### src/rtl/sm83_bus_unit_if.sv
// ---------------------------------------------------------------------------
// sm83_bus_pkg / sm83_bus_unit_if
//
// Purpose : shared types for the SM83 bus unit, and the single-cycle memory
//           bus interface that the unit drives.
//
// Interface signals:
//   mem_addr   16  address (driven by the bus unit)
//   mem_wdata   8  write data (driven by the bus unit)
//   mem_we      1  write enable (driven by the bus unit)
//   mem_re      1  read enable (driven by the bus unit)
//   mem_rdata   8  read data, valid in the same cycle as the address (memory)
//
// Modports: master = bus unit side, slave = memory side.
// ---------------------------------------------------------------------------
package sm83_bus_pkg;

    // Address source selected by the control sequencer.
    typedef enum logic [1:0] {
        SEL_PC   = 2'd0,
        SEL_GP16 = 2'd1,
        SEL_WZ   = 2'd2,
        SEL_FF_C = 2'd3
    } addr_sel_t;

endpackage

interface sm83_bus_unit_if;

    logic [15:0] mem_addr;
    logic [7:0]  mem_wdata;
    logic        mem_we;
    logic        mem_re;
    logic [7:0]  mem_rdata;

    modport master (
        output mem_addr,
        output mem_wdata,
        output mem_we,
        output mem_re,
        input  mem_rdata
    );

    modport slave (
        input  mem_addr,
        input  mem_wdata,
        input  mem_we,
        input  mem_re,
        output mem_rdata
    );

endinterface

### src/rtl/sm83_bus_unit.sv
// ---------------------------------------------------------------------------
// sm83_bus_unit
//
// Purpose : bus and fetch unit of the SM83 core. Owns PC, IR, Z and W,
//           drives the single-cycle memory bus from the control sequencer's
//           per-cycle strobes, and gates all bus activity while halted.
//
// Ports:
//   clk, rst_n         core clock, asynchronous active-low reset
//   addr_sel_i         address source (PC, GP16, WZ, FF_C)
//   inc_pc_i           advance PC by one (wraps at 16 bits)
//   mem_to_z_i/_w_i/_ir_i  load Z / W / IR from the read byte
//   r8_to_mem_i        write r8_data_i to memory
//   z_to_mem_i         write Z to memory (wins over r8_to_mem_i)
//   halt_i, wake_i     halt request level, interrupt-pending level
//   gp16_i, r8_data_i, c_reg_i  register file operands
//   bus                memory bus (master side)
//   pc_o, ir_o, z_o, w_o        architectural registers
//   halted_o           high while in HALTED
//   halt_release_o     one-cycle pulse in RELEASE
//   protocol_err_o     sticky: conflicting strobes were seen
// ---------------------------------------------------------------------------
module sm83_bus_unit
    import sm83_bus_pkg::*;
#(
    parameter logic [15:0] RESET_PC = 16'h0000
) (
    input  logic                  clk,
    input  logic                  rst_n,

    input  addr_sel_t             addr_sel_i,
    input  logic                  inc_pc_i,
    input  logic                  mem_to_z_i,
    input  logic                  mem_to_w_i,
    input  logic                  mem_to_ir_i,
    input  logic                  r8_to_mem_i,
    input  logic                  z_to_mem_i,
    input  logic                  halt_i,
    input  logic                  wake_i,
    input  logic [15:0]           gp16_i,
    input  logic [7:0]            r8_data_i,
    input  logic [7:0]            c_reg_i,

    sm83_bus_unit_if.master       bus,

    output logic [15:0]           pc_o,
    output logic [7:0]            ir_o,
    output logic [7:0]            z_o,
    output logic [7:0]            w_o,
    output logic                  halted_o,
    output logic                  halt_release_o,
    output logic                  protocol_err_o
);

    localparam logic [1:0] ST_RUN     = 2'd0;
    localparam logic [1:0] ST_HALTED  = 2'd1;
    localparam logic [1:0] ST_RELEASE = 2'd2;

    localparam logic [7:0] IR_NOP = 8'h00;

    logic [1:0]  state_q, state_d;
    logic [15:0] pc_q, pc_d;
    logic [7:0]  ir_q, ir_d;
    logic [7:0]  z_q, z_d;
    logic [7:0]  w_q, w_d;
    logic        err_q, err_d;

    logic        en;
    logic        wr_r8;
    logic        wr_z;
    logic        wr_any;
    logic        rd_any;
    logic        ld_ok;

    // ------------------------------------------------------------------
    // Strobe qualification. rst_n is folded in so the bus is quiet and
    // points at RESET_PC for as long as reset is held, not just after it.
    // ------------------------------------------------------------------
    assign en     = (state_q == ST_RUN) && rst_n;
    assign wr_r8  = en && r8_to_mem_i;
    assign wr_z   = en && z_to_mem_i;
    assign wr_any = wr_r8 || wr_z;
    assign rd_any = en && (mem_to_z_i || mem_to_w_i || mem_to_ir_i);

    // A write in the same cycle as a read owns the bus; reads are dropped.
    assign ld_ok  = rd_any && !wr_any;

    // ------------------------------------------------------------------
    // Memory bus (zero latency from the strobes)
    // ------------------------------------------------------------------
    always_comb begin
        // NOTE: every combinational output gets a default first so no
        // path through the block leaves it unassigned (no latch).
        bus.mem_addr = pc_q;
        if (en) begin
            unique case (addr_sel_i)
                SEL_PC:   bus.mem_addr = pc_q;
                SEL_GP16: bus.mem_addr = gp16_i;
                SEL_WZ:   bus.mem_addr = {w_q, z_q};
                SEL_FF_C: bus.mem_addr = {8'hFF, c_reg_i};
                default:  bus.mem_addr = pc_q;
            endcase
        end
    end

    assign bus.mem_we    = wr_any;
    assign bus.mem_re    = ld_ok;
    assign bus.mem_wdata = wr_z ? z_q : r8_data_i;

    // ------------------------------------------------------------------
    // Register next-state
    // ------------------------------------------------------------------
    always_comb begin
        pc_d  = pc_q;
        ir_d  = ir_q;
        z_d   = z_q;
        w_d   = w_q;
        err_d = err_q;

        if (en && inc_pc_i) begin
            pc_d = pc_q + 16'd1;
        end

        // All loads in one cycle take the same byte.
        if (ld_ok && mem_to_z_i) begin
            z_d = bus.mem_rdata;
        end
        if (ld_ok && mem_to_w_i) begin
            w_d = bus.mem_rdata;
        end
        if (ld_ok && mem_to_ir_i) begin
            ir_d = bus.mem_rdata;
        end

        // Read/write overlap or double write source: flag and keep it.
        if ((wr_any && rd_any) || (wr_r8 && wr_z)) begin
            err_d = 1'b1;
        end
    end

    // ------------------------------------------------------------------
    // Halt FSM
    // ------------------------------------------------------------------
    always_comb begin
        state_d = state_q;
        case (state_q)
            ST_RUN: begin
                // wake without halt is ignored here and not remembered.
                if (halt_i) begin
                    state_d = wake_i ? ST_RELEASE : ST_HALTED;
                end
            end
            ST_HALTED: begin
                if (wake_i) begin
                    state_d = ST_RELEASE;
                end
            end
            ST_RELEASE: state_d = ST_RUN;
            default:    state_d = ST_RUN;
        endcase
    end

    // ------------------------------------------------------------------
    // State registers
    // ------------------------------------------------------------------
    always_ff @(posedge clk or negedge rst_n) begin
        if (!rst_n) begin
            state_q <= ST_RUN;
            pc_q    <= RESET_PC;
            ir_q    <= IR_NOP;
            z_q     <= 8'h00;
            w_q     <= 8'h00;
            err_q   <= 1'b0;
        end else begin
            // NOTE: non-blocking assignments so every register samples the
            // pre-edge values, independent of statement order.
            state_q <= state_d;
            pc_q    <= pc_d;
            ir_q    <= ir_d;
            z_q     <= z_d;
            w_q     <= w_d;
            err_q   <= err_d;
        end
    end

    assign pc_o           = pc_q;
    assign ir_o           = ir_q;
    assign z_o            = z_q;
    assign w_o            = w_q;
    assign halted_o       = (state_q == ST_HALTED);
    assign halt_release_o = (state_q == ST_RELEASE);
    assign protocol_err_o = err_q;

endmodule

### src/flat_wrapper.sv
// flat-port wrapper written by rule: the top's interface ports become plain ports
module sm83_bus_unit_flat import sm83_bus_pkg::*;
#(
    parameter logic [15:0] RESET_PC = 16'h0000
)
  (clk, rst_n, addr_sel_i, inc_pc_i, mem_to_z_i, mem_to_w_i, mem_to_ir_i, r8_to_mem_i, z_to_mem_i, halt_i, wake_i, gp16_i, r8_data_i, c_reg_i, pc_o, ir_o, z_o, w_o, halted_o, halt_release_o, protocol_err_o, bus_mem_addr, bus_mem_wdata, bus_mem_we, bus_mem_re, bus_mem_rdata);
  sm83_bus_unit_if bus_i ();
  input  logic clk;
  input  logic rst_n;
  input  addr_sel_t addr_sel_i;
  input  logic inc_pc_i;
  input  logic mem_to_z_i;
  input  logic mem_to_w_i;
  input  logic mem_to_ir_i;
  input  logic r8_to_mem_i;
  input  logic z_to_mem_i;
  input  logic halt_i;
  input  logic wake_i;
  input  logic [15:0] gp16_i;
  input  logic [7:0] r8_data_i;
  input  logic [7:0] c_reg_i;
  output logic [15:0] pc_o;
  output logic [7:0] ir_o;
  output logic [7:0] z_o;
  output logic [7:0] w_o;
  output logic halted_o;
  output logic halt_release_o;
  output logic protocol_err_o;
  output wire logic [$bits(bus_i.mem_addr)-1:0] bus_mem_addr;
  output wire logic [$bits(bus_i.mem_wdata)-1:0] bus_mem_wdata;
  output wire logic [$bits(bus_i.mem_we)-1:0] bus_mem_we;
  output wire logic [$bits(bus_i.mem_re)-1:0] bus_mem_re;
  input wire logic [$bits(bus_i.mem_rdata)-1:0] bus_mem_rdata;
  assign bus_mem_addr = bus_i.mem_addr;
  assign bus_mem_wdata = bus_i.mem_wdata;
  assign bus_mem_we = bus_i.mem_we;
  assign bus_mem_re = bus_i.mem_re;
  assign bus_i.mem_rdata = bus_mem_rdata;
  sm83_bus_unit #(.RESET_PC(RESET_PC)) u_core (.clk(clk), .rst_n(rst_n), .addr_sel_i(addr_sel_i), .inc_pc_i(inc_pc_i), .mem_to_z_i(mem_to_z_i), .mem_to_w_i(mem_to_w_i), .mem_to_ir_i(mem_to_ir_i), .r8_to_mem_i(r8_to_mem_i), .z_to_mem_i(z_to_mem_i), .halt_i(halt_i), .wake_i(wake_i), .gp16_i(gp16_i), .r8_data_i(r8_data_i), .c_reg_i(c_reg_i), .bus(bus_i), .pc_o(pc_o), .ir_o(ir_o), .z_o(z_o), .w_o(w_o), .halted_o(halted_o), .halt_release_o(halt_release_o), .protocol_err_o(protocol_err_o));
endmodule
### config.mk
export PLATFORM = sky130hd
export DESIGN_NAME = sm83_bus_unit_flat
export DESIGN_NICKNAME = d
export VERILOG_FILES = /design/src/rtl/sm83_bus_unit_if.sv /design/src/rtl/sm83_bus_unit.sv /design/src/flat_wrapper.sv
export SDC_FILE = /design/constraint.sdc
export NUM_CORES = 1
export LEC_CHECK = 0
export CORE_UTILIZATION = 30
export DETAILED_ROUTE_END_ITERATION = 10
export PLACE_DENSITY = 0.75
export SLEW_MARGIN = 20
export SYNTH_ARGS = -nofsm -noshare
export SYNTH_HDL_FRONTEND = slang
export SYNTH_SLANG_ARGS = --single-unit
### constraint.sdc
create_clock -name clk -period 2.1 [get_ports clk]
set_input_delay 0.42 -clock clk [delete_from_list [all_inputs] [get_ports clk]]
set_output_delay 0.42 -clock clk [all_outputs]
set_load 0.1 [all_outputs]
==> flow_summary.json, run 1 <==
{
  "status": "complete, but fails checks",
  "violations": "setup timing",
  "yosys.area.top_type_share": 0.469,
  "relSlewSlack": 0.743,
  "place_area_um2": 4130,
  "synthFlopType": "dfrtp_1",
  "leakagePower_uw": 0.00189,
  "fin_cells": 451,
  "yosys.area.top_type": "dfrtp_1",
  "crit_chain": "or3b_4 -> nor2_4 -> buf_12 -> nor2_1 -> a21oi_4 -> buf_12",
  "setup_slack_ns": -0.121,
  "fp.coreArea_um2": 7330,
  "grt_pass1_wl_mm": 11.7,
  "drive_above_1_share": 0.554,
  "drc": 0,
  "ys_top_cells_by_area": "dfrtp_1 47%, mux2_2 19%, xnor2_1 3.4%",
  "syn_to_final_growth_pct": 92.8,
  "drv_slew": 0,
  "peakVddDrop_v": 0.000648,
  "grt_max_degree": 25,
  "fin_hold_ws_ns": 0.133,
  "die_h_um": 89.4,
  "syn_avg_cell_area_um2": 10.8,
  "drt_wl_total_mm": 7.90,
  "dp_hpwl_mm": 6.21,
  "r2r-end": "u_core.w_o[7]",
  "fin_crit_sh": 1.06,
  "cts_sinks": 43,
  "insertion_delay_ns": 0.29,
  "tightest_slew_ns": 0.384,
  "cts_tree": "yes",
  "cpPeakStageDelay_ns": 0.44,
  "numCtsBuffers": 5,
  "dp_cells": 440,
  "insertedDiodeCount": 0,
  "p_switching_uw": 2820,
  "critPathMaxFanout": 8,
  "clk_pin_slew_ns": 0.09,
  "cp.required_ns": 1.68,
  "avgRoutedWirePerCell_um": 17.5,
  "synth_fp_nets": 265,
  "place.gp.congestion": 0.797,
  "crit_type": "reg2out",
  "ant_nets": 0,
  "ios": 121,
  "num_vias": 2200,
  "firstDrtPassIters": 4,
  "seqPwrFrac": 0.236,
  "cts-root-buf": "clkbuf_8",
  "clkPwrFrac": 0.146,
  "fin_crit_ns": 2.22,
  "crit_arrival_ns": 1.80,
  "skew_ns": 0.00485,
  "gr-usage-all-layers": 0.199,
  "rrSetupSlack_ns": 0.17,
  "synth_cells": 212,
  "grt_pass1_vias": 2310,
  "syn_area_um2": 2290,
  "cts_hold_buf": 0,
  "cpMostUsedCell": "buf_12",
  "final_area_um2": 4420,
  "drt_iter0_drc": 22,
  "fp.dieW_um": 89.4,
  "power_density_nw_per_um2": 1180,
  "antenna_found_initial": 0,
  "final_net_count": 404,
  "hp-class": "in2async",
  "r2r_start": "u_core.state_q[1]",
  "ys_seq_area_frac": 0.469,
  "rsz0062_at_grt": "true",
  "overflow": 0,
  "setup_violations": 24,
  "rows": 31,
  "slowest_stage": "or3b_4",
  "synth_edf_count": 0,
  "timing.fmax_ghz": 0.450,
  "io_buffers": 120,
  "start_util": 0.313,
  "synth_cell_types": 36,
  "r2r_cells": 5,
  "finalSetupTns_ns": -1.82,
  "ys_ff_latch": 43,
  "hold_viol": 0,
  "p_int_uw": 2410,
  "max-cap-violations": 0,
  "end_kind": "primary output",
  "swShare": 0.540,
  "ys_warn_count": 0,
  "dieArea_um2": 8000,
  "via_per_inst": 4.88,
  "cts.path.max_buffers": 2,
  "htree_levels": 2,
  "cp-start-kind": "register",
  "power_frac_comb": 0.618,
  "synthArstFlopShare": 1.00
}
==> cell type report <==
cell class | instances | area (µm²)
inverter | 1 | 3.75
sequential | 43 | 1090
tap | 99 | 124
fill | 616 | 2910
clock buffer | 5 | 68.8
timing repair buffer | 141 | 1580
clock inverter | 3 | 67.6
multi-input combinational | 159 | 1490
==> power by group through the flow <==
stage / logic (µW) / registers, µW / clock network (µW)
floorplan: 1050 / 2460 / 0
detailed placement: 3190 / 1250 / 0
CTS: 3240 / 1230 / 775
global placement: 3160 / 1240 / 0
finish: 3230 / 1230 / 761
global route: 3330 / 1260 / 811
==> flip-flops by register name, indices dropped and copies added (netlist names) <==
name,cells
u_core.ir_o,8
u_core.state_q,2
u_core.protocol_err_o,1
u_core.w_o,8
u_core.z_o,8
u_core.pc_o,16
==> Yosys cell counts, types with 3 or more instances <==
master and n:
a21oi_1 8, clkbuf_1 3, nor2_1 17, xnor2_1 9, nor2b_1 3, nand2_1 19, nand2_4 3, buf_1 4
mux2_2 39, o21ai_0 9, dfrtp_1 43, o22ai_1 8, xor2_1 5, a22oi_1 8, nor3_1 3, nand4_1 5
==> routing by layer <==
layer  vias to the layer above  track usage  routed length [µm]
met4                         0       0.0390                  53
met3                         6       0.0397                 479
met5                         -            0                   0
li1                       1038            -                   -
met1                      1073        0.239                3330
met2                        83        0.369                4040
==> worst max path at each step <==
stage	from	end
3_3_place_gp	addr_sel_i[0]	bus_mem_addr[0]
3_5_place_dp	addr_sel_i[0]	bus_mem_addr[11]
4_1_cts	u_core.state_q[0]	bus_mem_addr[14]
5_1_grt	u_core.state_q[1]	bus_mem_addr[10]
6_report	u_core.state_q[1]	bus_mem_addr[14]
2_1_floorplan	u_core.state_q[1]	bus_mem_addr[8]
==> cells by family after synthesis <==
group | count (synthesis) | synth area share
buffers and inverters | 10 | 0.0175
XOR/XNOR | 14 | 0.0535
AND/OR/NAND/NOR | 67 | 0.160
flip-flops | 43 | 0.469
adder cells (fa/ha/maj) | 2 | 0.00982
multiplexers | 40 | 0.196
AO/OA/AOI/OAI | 36 | 0.0938
==> worst max-delay path, delay by kind of cell, from the launching register on <==
family	cells	cell delay, ns
AO/OA/AOI/OAI	1	0.14
flip-flops	1	0.42
AND/OR/NAND/NOR	3	0.61
buffers and inverters	2	0.33
==> placed cells by master (no fill, tap or decap), types with 3 or more instances in the layout <==
cell	synthesis	final
xnor2_1	9	9
o21ai_4	0	8
dfrtp_1	43	32
xor2_1	5	5
buf_4	0	59
o22ai_1	8	8
buf_12	0	30
mux2_2	39	31
a22oi_2	0	8
a21oi_4	0	8
clkbuf_8	0	5
nor2_2	1	6
nor2_4	0	3
nor2_1	17	9
nand2_1	19	19
clkdlybuf4s50_1	0	48
nand4_1	5	5
nand2_4	3	3
mux2_4	0	8
dfrtp_2	0	11
nor3_1	3	3
==> timing repair <==
action / 4_1_cts / 5_1_grt
pin swaps: 4 / 4
resized for setup: 29 / 4
cloned: 1 / 0
setup endpoints to repair: 25 / 26
setup buffers: 3 / 0
==> stage by stage <==
stage / total power (µW) / worst slack (ns) / utilization
2_1_floorplan: 3510 / -0.168 / -
3_3_place_gp: 4400 / -0.236 / 0.563
3_5_place_dp: 4440 / -0.273 / 0.563
4_1_cts: 5250 / -0.149 / 0.601
5_1_grt: 5400 / -0.190 / 0.603
6_report: 5230 / -0.121 / 0.603
Power figures use the tool's default switching activity.
==> run 2: changes to the inputs <==
--- a/config.mk
+++ b/config.mk
@@ -5,6 +5,7 @@
 export SDC_FILE = /design/constraint.sdc
 export NUM_CORES = 1
 export LEC_CHECK = 0
+export CORE_ASPECT_RATIO = 1.75
 export CORE_UTILIZATION = 30
 export DETAILED_ROUTE_END_ITERATION = 10
 export PLACE_DENSITY = 0.75
==> constraint.sdc (replaced) <==
create_clock -name clk -period 2.25 [get_ports clk]
set_input_delay 0.45 -clock clk [delete_from_list [all_inputs] [get_ports clk]]
set_output_delay 0.45 -clock clk [all_outputs]
set_load 0.1 [all_outputs]
==> flow_summary.json, run 2 (same netlist as run 1, synthesis figures left out) <==
{
  "fin_crit_sh": 1.00,
  "grt_pass1_vias": 2332,
  "cts-root-buf": "clkbuf_16",
  "grt_max_degree": 34,
  "drc": 0,
  "critPathMaxFanout": 8,
  "drv_slew": 0,
  "dieArea_um2": 8010,
  "setup_slack_ns": -0.00941,
  "insertedDiodeCount": 0,
  "path_buf_inv": 2,
  "cts_tree": "yes",
  "dp_hpwl_mm": 6.23,
  "cts.path.max_buffers": 2,
  "peakVddDrop_v": 0.000602,
  "final_area_um2": 4540,
  "io_buffers": 120,
  "end_kind": "primary output",
  "fp.coreArea_um2": 7280,
  "ant_nets": 0,
  "start_util": 0.315,
  "tightest_slew_ns": 0.418,
  "num_vias": 2212,
  "utilization": 0.623,
  "fp.dieW_um": 68.1,
  "final_common_cell": "buf_4",
  "gr-usage-all-layers": 0.212,
  "cp.required_ns": 1.80,
  "antenna_found_initial": 0,
  "via_per_inst": 4.98,
  "htree_levels": 2,
  "fin_hold_ws_ns": 0.136,
  "drt_wl_total_mm": 7.86,
  "place.gp.congestion": 0.787,
  "crit_type": "reg2out",
  "place_area_um2": 4080,
  "cpPeakStageDelay_ns": 0.46,
  "clk_pin_slew_ns": 0.06,
  "grt_pass1_wl_mm": 12.4,
  "cp-startpoint": "u_core.state_q[1]",
  "overflow": 0,
  "skew_ns": 0.00234,
  "relSlewSlack": 0.721,
  "rsz0062_at_grt": "true",
  "crit_arrival_ns": 1.81,
  "hold_viol": 0,
  "cts_sinks": 43,
  "violations": "setup timing",
  "numCtsBuffers": 5,
  "insertion_delay_ns": 0.29,
  "max-cap-violations": 0,
  "cp-start-kind": "register",
  "drt_iter0_drc": 157,
  "hp-class": "in2async",
  "status": "complete, but fails checks",
  "crit_chain": "or3b_4 -> nor2_4 -> buf_12 -> nor2_4 -> a21oi_4 -> buf_12",
  "die_h_um": 118,
  "ios": 121,
  "power_density_nw_per_um2": 1110,
  "slowest_stage": "or3b_4",
  "layout_common_cells": "64 x buf_4, 48 x clkdlybuf4s50_1, 36 x dfrtp_1, 31 x mux2_2, 29 x buf_12",
  "setup_violations": 5,
  "timing.fmax_ghz": 0.443,
  "fill_cells": 579,
  "firstDrtPassIters": 4,
  "cp_top_family": "simple AND/OR/NAND/NOR gates",
  "fin_cells": 444,
  "avgRoutedWirePerCell_um": 17.7,
  "drive_above_1_share": 0.592,
  "rows": 41,
  "fin_crit_ns": 2.26,
  "leakagePower_uw": 0.00197,
  "largest_register_ffs": 16,
  "dp_cells": 427,
  "final_net_count": 410,
  "syn_to_final_growth_pct": 97.9,
  "finalSetupTns_ns": -0.0240,
  "r2r_start": "u_core.state_q[1]"
}
run 2: area by class of cell:
type / count / area (µm²) / area share
Timing Repair Buffer: 147 / 1620 / 0.357
Multi-Input combinational cell: 159 / 1550 / 0.341
Sequential cell: 43 / 1080 / 0.239
Clock buffer: 5 / 125 / 0.0276
Tap cell: 86 / 108 / 0.0237
Clock inverter: 3 / 47.5 / 0.0105
Inverter: 1 / 3.75 / 0.000827
run 2: path summary, 6_finish.rpt:
path	end	slack [ns]	cells past startpoint
max	bus_mem_addr[12]	-0.009	6
min reg2reg	u_core.protocol_err_o	0.48	1
min in group clk	u_core.protocol_err_o	0.48	1
max reg2reg	u_core.w_o[7]	0.30	5
max in group asynchronous	u_core.z_o[7]	1.68	2
min	u_core.state_q[0]	0.14	2
run 2: power breakdown:
| part | internal, µW | switching (µW) |
|---|---|---|
| combinational | 874 | 2170 |
| clock | 529 | 302 |
| sequential | 946 | 206 |
run 2: through the flow:
| stage | worst slack, ns | power (µW) |
|---|---|---|
| 6_report | -0.00941 | 5030 |
| 5_1_grt | -0.0774 | 5180 |
| 4_1_cts | -0.0388 | 5030 |
| 3_5_place_dp | -0.181 | 4110 |
| 3_3_place_gp | -0.157 | 4080 |
| 2_1_floorplan | -0.0683 | 3270 |
run 2: worst reg2reg max path, cell delays in order (launching register included):
cell	delay (ns)
dfrtp_1	0.42
or3b_4	0.46
buf_4	0.16
nor3_4	0.30
nand2_4	0.15
mux2_1	0.34
run 2: layer usage:
metal,GRT usage,up-vias,routed length (µm)
met5,0,-,0
met4,0.109,0,335
met3,0.0339,20,274
met2,0.372,72,4450
met1,0.230,1076,2800
li1,-,1044,-
run 2: repair_timing:
action	CTS	global route
hold buffers	0	0
buffers inserted	7	2
gates resized for setup	34	16
cloned	1	0
pin swaps	3	3
endpoints found under the setup margin	24	24
==> run 3: changes to the inputs <==
--- a/config.mk
+++ b/config.mk
@@ -5,10 +5,12 @@
 export SDC_FILE = /design/constraint.sdc
 export NUM_CORES = 1
 export LEC_CHECK = 0
+export CAP_MARGIN = 25
 export CORE_ASPECT_RATIO = 1.75
 export CORE_UTILIZATION = 30
 export DETAILED_ROUTE_END_ITERATION = 10
 export PLACE_DENSITY = 0.75
+export SETUP_SLACK_MARGIN = 0.02
 export SLEW_MARGIN = 20
 export SYNTH_ARGS = -nofsm -noshare
 export SYNTH_HDL_FRONTEND = slang
==> flow_summary.json, run 3 (same netlist as run 1, synthesis figures left out) <==
{
  "status": "complete, but fails checks",
  "violations": "setup timing",
  "htree_levels": 2,
  "hp-class": "in2async",
  "fp.dieW_um": 68.1,
  "drive_above_1_share": 0.571,
  "final_common_cell": "buf_4",
  "relSlewSlack": 0.723,
  "dieArea_um2": 8010,
  "hold_viol": 0,
  "rsz0062_at_grt": "true",
  "dp_hpwl_mm": 6.23,
  "place_ws_ns": -0.181,
  "dp_cells": 427,
  "io_buffers": 120,
  "fin_crit_sh": 1.00,
  "grt_max_degree": 34,
  "start_util": 0.315,
  "power_density_nw_per_um2": 1110,
  "fin_crit_ns": 2.26,
  "cp.required_ns": 1.80,
  "cp-start-kind": "register",
  "drt_wl_total_mm": 7.74,
  "place.gp.congestion": 0.787,
  "antenna_found_initial": 0,
  "insertedDiodeCount": 0,
  "die_h_um": 118,
  "max-cap-violations": 0,
  "leakagePower_uw": 0.00198,
  "syn_to_final_growth_pct": 97.9,
  "insertion_delay_ns": 0.29,
  "crit_type": "reg2out",
  "cts_sinks": 43,
  "ios": 121,
  "cts.path.max_buffers": 2,
  "via_per_inst": 4.96,
  "fin_hold_ws_ns": 0.132,
  "fin_cells": 445,
  "firstDrtPassIters": 5,
  "final_net_count": 411,
  "setup_violations": 5,
  "drt_iter0_drc": 189,
  "critPathMaxFanout": 8,
  "cts_tree": "yes",
  "layout_common_cells": "64 x buf_4, 48 x clkdlybuf4s50_1, 36 x dfrtp_1, 31 x mux2_2, 30 x buf_12",
  "fill_cells": 583,
  "rows": 41,
  "ant_nets": 0,
  "largest_register_ffs": 16,
  "numCtsBuffers": 5,
  "num_vias": 2208,
  "drc": 0,
  "cts-root-buf": "clkbuf_16",
  "end_kind": "primary output",
  "peakVddDrop_v": 0.000602,
  "tightest_slew_ns": 0.415,
  "fp.coreArea_um2": 7280,
  "avgRoutedWirePerCell_um": 17.4,
  "clk_pin_slew_ns": 0.06,
  "place_area_um2": 4080,
  "timing.fmax_ghz": 0.443,
  "grt_pass1_vias": 2365,
  "setup_slack_ns": -0.00984,
  "skew_ns": 0.00303,
  "gr-usage-all-layers": 0.214,
  "overflow": 0,
  "drv_slew": 0,
  "crit_arrival_ns": 1.81,
  "grt_pass1_wl_mm": 12.6,
  "final_area_um2": 4540
}
[run 3: cell types whose count changed in the layout (fill, tap and decap cells not counted), sizes merged]
cell | previous run | this run
buf | 96 | 97
[run 3: worst paths after layout]
path                       cells past startpoint             startpoint  slack [ns]               endpoint
setup / recovery                               6      u_core.state_q[1]       -0.01       bus_mem_addr[12]
hold / removal                                 2                  rst_n        0.13      u_core.state_q[0]
setup reg to reg                               5      u_core.state_q[1]        0.30          u_core.w_o[7]
hold reg to reg                                1  u_core.protocol_err_o        0.48  u_core.protocol_err_o
max in group asynchronous                      2                  rst_n        1.69          u_core.z_o[7]
min in group clk                               1  u_core.protocol_err_o        0.48  u_core.protocol_err_o
[run 3: power by group]
| part | internal (µW) | total (µW) | switching (µW) |
|---|---|---|---|
| sequential | 946 | 1150 | 200 |
| clock | 529 | 830 | 301 |
| combinational | 874 | 3040 | 2170 |
| total | 2350 | 5020 | 2670 |
[run 3: stage by stage]
step                power, µW  utilization  TNS [ns]
floorplan                3270            -    -0.652
global placement         4080        0.560     -2.27
detailed placement       4110        0.560     -2.06
CTS                      5050        0.621    -0.232
global route             5170        0.623     -1.17
finish                   5020        0.623   -0.0267
[run 3: per-layer routing]
metal,up-vias,global-route usage,wire (µm)
li1,1044,-,-
met1,1062,0.235,2750
met2,82,0.369,4350
met3,20,0.0359,298
met4,0,0.115,342
met5,-,0,0
[run 3: timing repair]
| action | CTS | global route |
|---|---|---|
| setup buffers | 7 | 2 |
| resized for setup | 42 | 0 |
| setup endpoints to repair | 24 | 24 |
| pin swaps | 4 | 2 |
| gates cloned | 1 | 0 |
| hold buffers | 0 | 0 |
[run 3: worst max-delay path, cell delays in order, from the launching register on]
cell     delay (ns)
dfrtp_1        0.42
or3b_4         0.46
nor2_4         0.11
buf_12         0.14
nor2_4         0.04
a21oi_4        0.15
buf_12         0.19
[run 3: area by class of cell]
type,instances,area (µm²),area share
Clock buffer,5,125,0.0276
Clock inverter,3,47.5,0.0105
Inverter,1,3.75,0.000827
Multi-Input combinational cell,159,1530,0.337
Sequential cell,43,1080,0.239
Tap cell,86,108,0.0237
Timing Repair Buffer,148,1640,0.361
